<file path="src/rtl/multi_pulse_led.sv">
// Multi-channel breathing/sawtooth PWM LED driver with per-period duty stepping.
// Define MULTI_PULSE_LED_TICK_EN to add the tick/wrap status outputs.
module multi_pulse_led #(
  parameter int CHANNELS = 4,
  parameter int CNT_W    = 29,
  parameter int PERIOD   = 500000,
  parameter int STEP     = 20000
) (
  input  logic                clk,
  input  logic                rst,
  input  logic                en,
  input  logic [1:0]          mode,
  output logic [CHANNELS-1:0] led
`ifdef MULTI_PULSE_LED_TICK_EN
  ,
  output logic                tick,
  output logic [CHANNELS-1:0] wrap
`endif
);

  typedef enum logic [1:0] {
    M_BREATHE = 2'd0,
    M_SAW     = 2'd1,
    M_FREEZE  = 2'd2,
    M_OFF     = 2'd3
  } mode_e;

  localparam logic [CNT_W-1:0] LP_LAST   = CNT_W'(PERIOD - 1);
  localparam logic [CNT_W-1:0] LP_PERIOD = CNT_W'(PERIOD);
  localparam logic [CNT_W:0]   LP_PER_W  = (CNT_W+1)'(PERIOD);
  localparam logic [CNT_W:0]   LP_STEP_W = (CNT_W+1)'(STEP);

  logic [CNT_W-1:0]    r_cnt;
  mode_e               r_mode_q;
  logic [CNT_W-1:0]    r_ccr [CHANNELS];
  logic [CHANNELS-1:0] r_dir;
  logic [CHANNELS-1:0] r_led;

  logic                w_bnd;
  logic                w_grow;
  mode_e               w_mode_in;
  logic [CNT_W-1:0]    w_eff    [CHANNELS];
  logic [CNT_W:0]      w_next   [CHANNELS];
  logic [CNT_W-1:0]    w_ccr_nx [CHANNELS];
  logic [CHANNELS-1:0] w_dir_nx;
  logic [CHANNELS-1:0] w_ovf;

  always_comb begin
    w_bnd     = en && (r_cnt == LP_LAST);
    w_mode_in = mode_e'(mode);
    w_grow    = (w_mode_in == M_BREATHE) || (w_mode_in == M_SAW);
    for (int i = 0; i < CHANNELS; i++) begin
      w_eff[i]    = r_dir[i] ? (LP_PERIOD - r_ccr[i]) : r_ccr[i];
      // One bit wider so a step past PERIOD is seen, not wrapped
      w_next[i]   = {1'b0, r_ccr[i]} + LP_STEP_W;
      w_ovf[i]    = w_next[i] > LP_PER_W;
      w_ccr_nx[i] = r_ccr[i];
      w_dir_nx[i] = r_dir[i];
      unique case (1'b1)
        (w_mode_in == M_BREATHE): begin
          if (w_ovf[i]) begin
            w_ccr_nx[i] = '0;
            w_dir_nx[i] = ~r_dir[i];
          end else begin
            w_ccr_nx[i] = w_next[i][CNT_W-1:0];
          end
        end
        (w_mode_in == M_SAW): begin
          w_ccr_nx[i] = w_ovf[i] ? '0 : w_next[i][CNT_W-1:0];
          w_dir_nx[i] = 1'b0;
        end
        default: ;
      endcase
    end
  end

  always_ff @(posedge clk or posedge rst) begin
    if (rst) begin
      r_cnt    <= '0;
      r_mode_q <= M_BREATHE;
      r_dir    <= '0;
      r_led    <= '0;
      for (int i = 0; i < CHANNELS; i++)
        r_ccr[i] <= CNT_W'(i * STEP);
    end else begin
      if (en)
        r_cnt <= w_bnd ? '0 : r_cnt + 1'b1;
      if (w_bnd) begin
        r_mode_q <= w_mode_in;
        r_dir    <= w_dir_nx;
        for (int i = 0; i < CHANNELS; i++)
          r_ccr[i] <= w_ccr_nx[i];
      end
      for (int i = 0; i < CHANNELS; i++)
        r_led[i] <= en && (r_mode_q != M_OFF) && (r_cnt < w_eff[i]);
    end
  end

  assign led = r_led;

`ifdef MULTI_PULSE_LED_TICK_EN
  logic                r_tick;
  logic [CHANNELS-1:0] r_wrap;

  always_ff @(posedge clk or posedge rst) begin
    if (rst) begin
      r_tick <= 1'b0;
      r_wrap <= '0;
    end else begin
      r_tick <= w_bnd;
      r_wrap <= (w_bnd && w_grow) ? w_ovf : '0;
    end
  end

  assign tick = r_tick;
  assign wrap = r_wrap;
`endif

endmodule

</file>
<file path="config.mk">
export PLATFORM = sky130hd
export DESIGN_NAME = multi_pulse_led
export DESIGN_NICKNAME = d
export VERILOG_FILES = /design/src/rtl/multi_pulse_led.sv
export SDC_FILE = /design/constraint.sdc
export NUM_CORES = 1
export LEC_CHECK = 0
export ABC_AREA = 1
export CAP_MARGIN = 20
export CORE_AREA = 3 3 166 168
export CTS_BUF_LIST = sky130_fd_sc_hd__clkbuf_8
export DETAILED_ROUTE_END_ITERATION = 7
export DIE_AREA = 0 0 169 171
export GPL_TIMING_DRIVEN = 0
export PLACE_DENSITY = 0.69
export SYNTH_ARGS = -nofsm -noshare
export SYNTH_HDL_FRONTEND = slang
export SYNTH_SLANG_ARGS = --single-unit
</file>
<file path="constraint.sdc">
create_clock -name clk -period 4.35 [get_ports clk]
set_clock_uncertainty 0.15 [all_clocks]
set_input_delay 0.6525 -clock clk [delete_from_list [all_inputs] [get_ports clk]]
set_output_delay 0.6525 -clock clk [all_outputs]
set_load 0.05 [all_outputs]
</file>
==> flow_results.org <==
** Timing
- Setup violations remaining at the end of the flow were counted as 0.
- Number of max-slew violations in the final report :: 0
- Headroom to the max-slew limit :: 39.6%
- Setup total negative slack on the finished layout was measured at 0 ns.
- The worst path uses 85.2% of the clock period.
- Pin slew with the least headroom to its limit :: 0.904 ns
- The total count of hold-check failures in the final report is 0.
- Derived from the worst setup path, the maximum achievable clock frequency is 0.270 GHz.
- The worst path needs 3.71 ns of the cycle, external delays included.
- Setup repair after global routing left no endpoint under its margin.

** Min path
- The worst hold path was traced through 2 stages.
- The path with the worst hold slack has its endpoint at r_ccr[9].
- The path class of the tightest hold or removal check is reg2reg.
- Origin of the worst min-delay path :: r_ccr[9]

** Detailed routing
- The first TritonRoute pass finished after 5 iterations.
- Detailed-route vias per instance :: 5.52
- Detailed-route wire length per cell :: 15.7 µm
- Iteration-0 DRC Markers :: 1063
- After detailed routing, the number of remaining DRC violations is 0.
- The routed design has 36500 µm of wire.
- The final route contains 12900 vias.
- Once detail routing completed, the nets flagged for antenna violations numbered 0.

** Outcome
- The run finished with clean final reports.

** Cells and area
- The post-route netlist has 10.3% of its cells at a drive strength greater than 1.
- Relative to the synthesized area, the layout overhead comes to 7.47%.
- Number of cells in the finished layout apart from fillers :: 2333
- # nets final :: 2119
- After filler insertion, the fill cell instance count of the layout stands at 2529.
- The repair_antennas step left the layout with diodes totalling 0.

** Setup path
- STA classifies the critical path startpoint as a flip-flop.
- For this design, the slowest cell found on the critical path is sky130_fd_sc_hd__dfstp_2.
- For this run, the slowest stage of the critical path takes 0.62 ns.
- Crit path max fanout :: 5
- For the worst setup path, the data required time is 4.55 ns.
- Critical path start-end classification :: reg2reg
- Worst reg2reg setup slack :: 0.64 ns
- At the worst endpoint, the arrival time is 3.90 ns.
- Critical Path Sink Type :: flip-flop
- Capture point of the worst reg-to-reg path :: led[2]
- The worst register-to-register path begins at r_ccr[39].
- Launching element of the worst setup path :: r_ccr[39]
- The critical path goes through nor2_1, inv_1, nor2_1, a21oi_1, o21ai_0, or2_2, nand2_1, nand2_1, o21ai_0, a21oi_1, xor2_1, ha_1, nand4_1, a21oi_1, a2111oi_0, o21ai_0, a211oi_1.
- Worst r2r path cells :: 17

** Yosys
- Number of flops mapped to enable cells by yosys :: 0
- Sequential-to-total area share from yosys stat :: 25.2%
- The average instance in the mapped netlist occupies 6.96 µm².
- Area share of the leading cell type in the synthesized netlist :: 21.9%
- Synthesized flop and latch total :: 135
- Counting instances in the post-synthesis netlist gives the leading cell types as sky130_fd_sc_hd__nand2_1, sky130_fd_sc_hd__inv_1, sky130_fd_sc_hd__nor2_1, sky130_fd_sc_hd__nand3_1, sky130_fd_sc_hd__ha_1.
- Fraction of registers with async set/reset :: 100%
- Most common cell in the netlist :: sky130_fd_sc_hd__nand2_1
- Warnings, synthesis :: 0
- Count of distinct cell types in the synthesized netlist :: 61
- Main flop type after synthesis :: sky130_fd_sc_hd__dfrtp_1
- Cell types with the largest area share after synthesis :: sky130_fd_sc_hd__dfrtp_1, sky130_fd_sc_hd__nand2_1, sky130_fd_sc_hd__ha_1, sky130_fd_sc_hd__xor2_1, sky130_fd_sc_hd__inv_1
- Combined area of all synthesized cells :: 0.0135 mm²
- After technology mapping, the gate count stands at 1940.
- The largest total area in the synthesized netlist belongs to sky130_fd_sc_hd__dfrtp_1.

** Die
- The die is 169 µm wide.
- The die is 171 µm tall.
- Starting Density :: 51.8%
- In this run the standard cell core region covers 0.0261 mm².
- 9 I/O pins were placed.
- The floorplan has 59 rows.
- The die covers 0.0289 mm².

** Clock network
- Clock latency on the worst-skew pair, taken at its later pin, is 0.46 ns.
- CTS tree :: built
- Clock slew seen by the registers of the worst setup and hold paths :: 0.09 ns
- Clock buffer depth :: 2
- Counting every sink on the clock net gives 135.
- Clock buffer count from CTS :: 17
- CTS placed an instance of sky130_fd_sc_hd__clkbuf_8 at the clock tree root.
- The H-tree was split into 4 levels.
- Post-CTS Setup Bufs :: 0
- Count of hold buffers inserted by post-cts repair :: 0
- Resize count post-CTS :: 0

** Global route
- Global routing used 26.0% of the available tracks across all layers.
- Maximum number of pins on one net before global-route repair :: 39
- Number of global-route vias before repair :: 12400
- Global routing finished with a remaining overflow of 0.
- The first global-routing pass estimated 61600 µm of wire.
- Antenna violations before repair :: 0

** Placement
- In this run the tool buffered the top-level ports with 8 buffer cells.
- Last weighted congestion value of the routability-driven placer :: 0.964
- Including well taps, the total number of placed cells is 2301.
- Detailed placement ended at an HPWL of 28400 µm.

** Power and ir drop
- PD cells :: 200 mW/mm²
- The analysis attributes to cell leakage a power of 7.55 nW.
- VDD IR max :: 0.153 mV

** Run
- The tool flagged a number of max-cap violations equal to 0.
## per-layer routing
| metal | vias up | track usage, % | part of all wire (%) |
|---|---|---|---|
| met5 | - | 0 | 0 |
| met4 | 0 | 7.62 | 2.2 |
| met3 | 48 | 3.51 | 5.0 |
| met2 | 337 | 44.1 | 47 |
| met1 | 6067 | 34.9 | 46 |
| li1 | 6431 | - | - |
## worst max-delay path, delay by kind of cell (launching register included)
| family | cells | cell delay [ns] |
|---|---|---|
| AO/OA/AOI/OAI | 8 | 1.53 |
| AND/OR/NAND/NOR | 6 | 0.72 |
| flip-flops | 1 | 0.62 |
| adder cells (fa/ha/maj) | 1 | 0.31 |
| XOR/XNOR | 1 | 0.17 |
| buffers and inverters | 1 | 0.09 |
## kinds of logic (layout without fill, tap and decap cells)
group	count (synthesis)	count (layout)	synth area share [%]
flip-flops	135	135	25.2
AO/OA/AOI/OAI	239	239	10.9
adder cells (fa/ha/maj)	129	129	12.0
AND/OR/NAND/NOR	985	985	33.4
buffers and inverters	312	355	9.43
other	1	16	0.0278
XOR/XNOR	139	139	9.08
## state kept, by name, indices dropped and copies added, names as in the netlist
register / cells
led: 4
r_ccr: 96
r_cnt: 29
r_dir: 4
r_mode_q: 2
## metrics by stage
step	area, µm²	utilization [%]	power [W]	worst slack (ns)	hold slack [ns]
after floorplan	13600	-	0.00170	1.37	0.303
after global placement	14100	53.9	0.00182	0.481	0.316
after detailed placement	14100	54.2	0.00186	0.642	0.340
after CTS	14500	55.6	0.00293	0.587	0.359
after global routing	14500	55.6	0.00307	0.205	0.375
final	14500	55.6	0.00291	0.645	0.357
## layout by cell type, fill, tap and decap left out, types with 5 or more instances in the layout
cell / n
sky130_fd_sc_hd__o21ai_0: 69
sky130_fd_sc_hd__ha_1: 129
sky130_fd_sc_hd__clkdlybuf4s50_1: 8
sky130_fd_sc_hd__clkinvlp_4: 5
sky130_fd_sc_hd__conb_1: 16
sky130_fd_sc_hd__dfrtp_1: 118
sky130_fd_sc_hd__xnor2_1: 12
sky130_fd_sc_hd__clkbuf_1: 13
sky130_fd_sc_hd__nand4_1: 47
sky130_fd_sc_hd__inv_1: 250
sky130_fd_sc_hd__nor2_1: 218
sky130_fd_sc_hd__a21oi_1: 82
sky130_fd_sc_hd__inv_2: 13
sky130_fd_sc_hd__nor2_2: 11
sky130_fd_sc_hd__a31oi_1: 5
sky130_fd_sc_hd__xor2_1: 126
sky130_fd_sc_hd__o22ai_1: 6
sky130_fd_sc_hd__a211oi_1: 5
sky130_fd_sc_hd__o22ai_2: 7
sky130_fd_sc_hd__dfstp_2: 17
sky130_fd_sc_hd__nand2_2: 20
sky130_fd_sc_hd__o21ai_1: 13
sky130_fd_sc_hd__nand2_1: 445
sky130_fd_sc_hd__nor2_4: 7
sky130_fd_sc_hd__buf_12: 5
sky130_fd_sc_hd__nor3_1: 34
sky130_fd_sc_hd__nand3_2: 27
sky130_fd_sc_hd__o31ai_1: 8
sky130_fd_sc_hd__o21ai_2: 10
sky130_fd_sc_hd__nor4_1: 15
sky130_fd_sc_hd__nand3_1: 133
sky130_fd_sc_hd__clkbuf_8: 21
sky130_fd_sc_hd__buf_2: 22
sky130_fd_sc_hd__nor3_2: 6
sky130_fd_sc_hd__o211ai_1: 8
## power by group
group	internal [W]	switching, W	leakage [nW]
sequential	0.00129	0.000118	1.35
combinational	0.000178	0.000244	6.01
clock	0.000512	0.000562	0.192
## worst max path at each step
stage	cells past startpoint	end	slack, ns
2_1_floorplan	16	led[2]	1.37
3_3_place_gp	2	r_ccr[75]	0.48
3_5_place_dp	16	led[2]	0.64
4_1_cts	17	led[2]	0.59
5_1_grt	18	led[2]	0.20
6_report	17	led[2]	0.64
## final cells by class
type	count	area [µm²]	share of cell area (%)
well taps	335	419	2.89
clock buffers	21	289	1.99
multi-input cells	1508	8880	61.2
clock inverters	11	100	0.690
inverters	265	1000	6.89
flip-flops and latches	135	3400	23.4
repair buffers	11	140	0.966
plain buffers	47	277	1.91
Note: power is estimated with default switching activity, not from simulation.
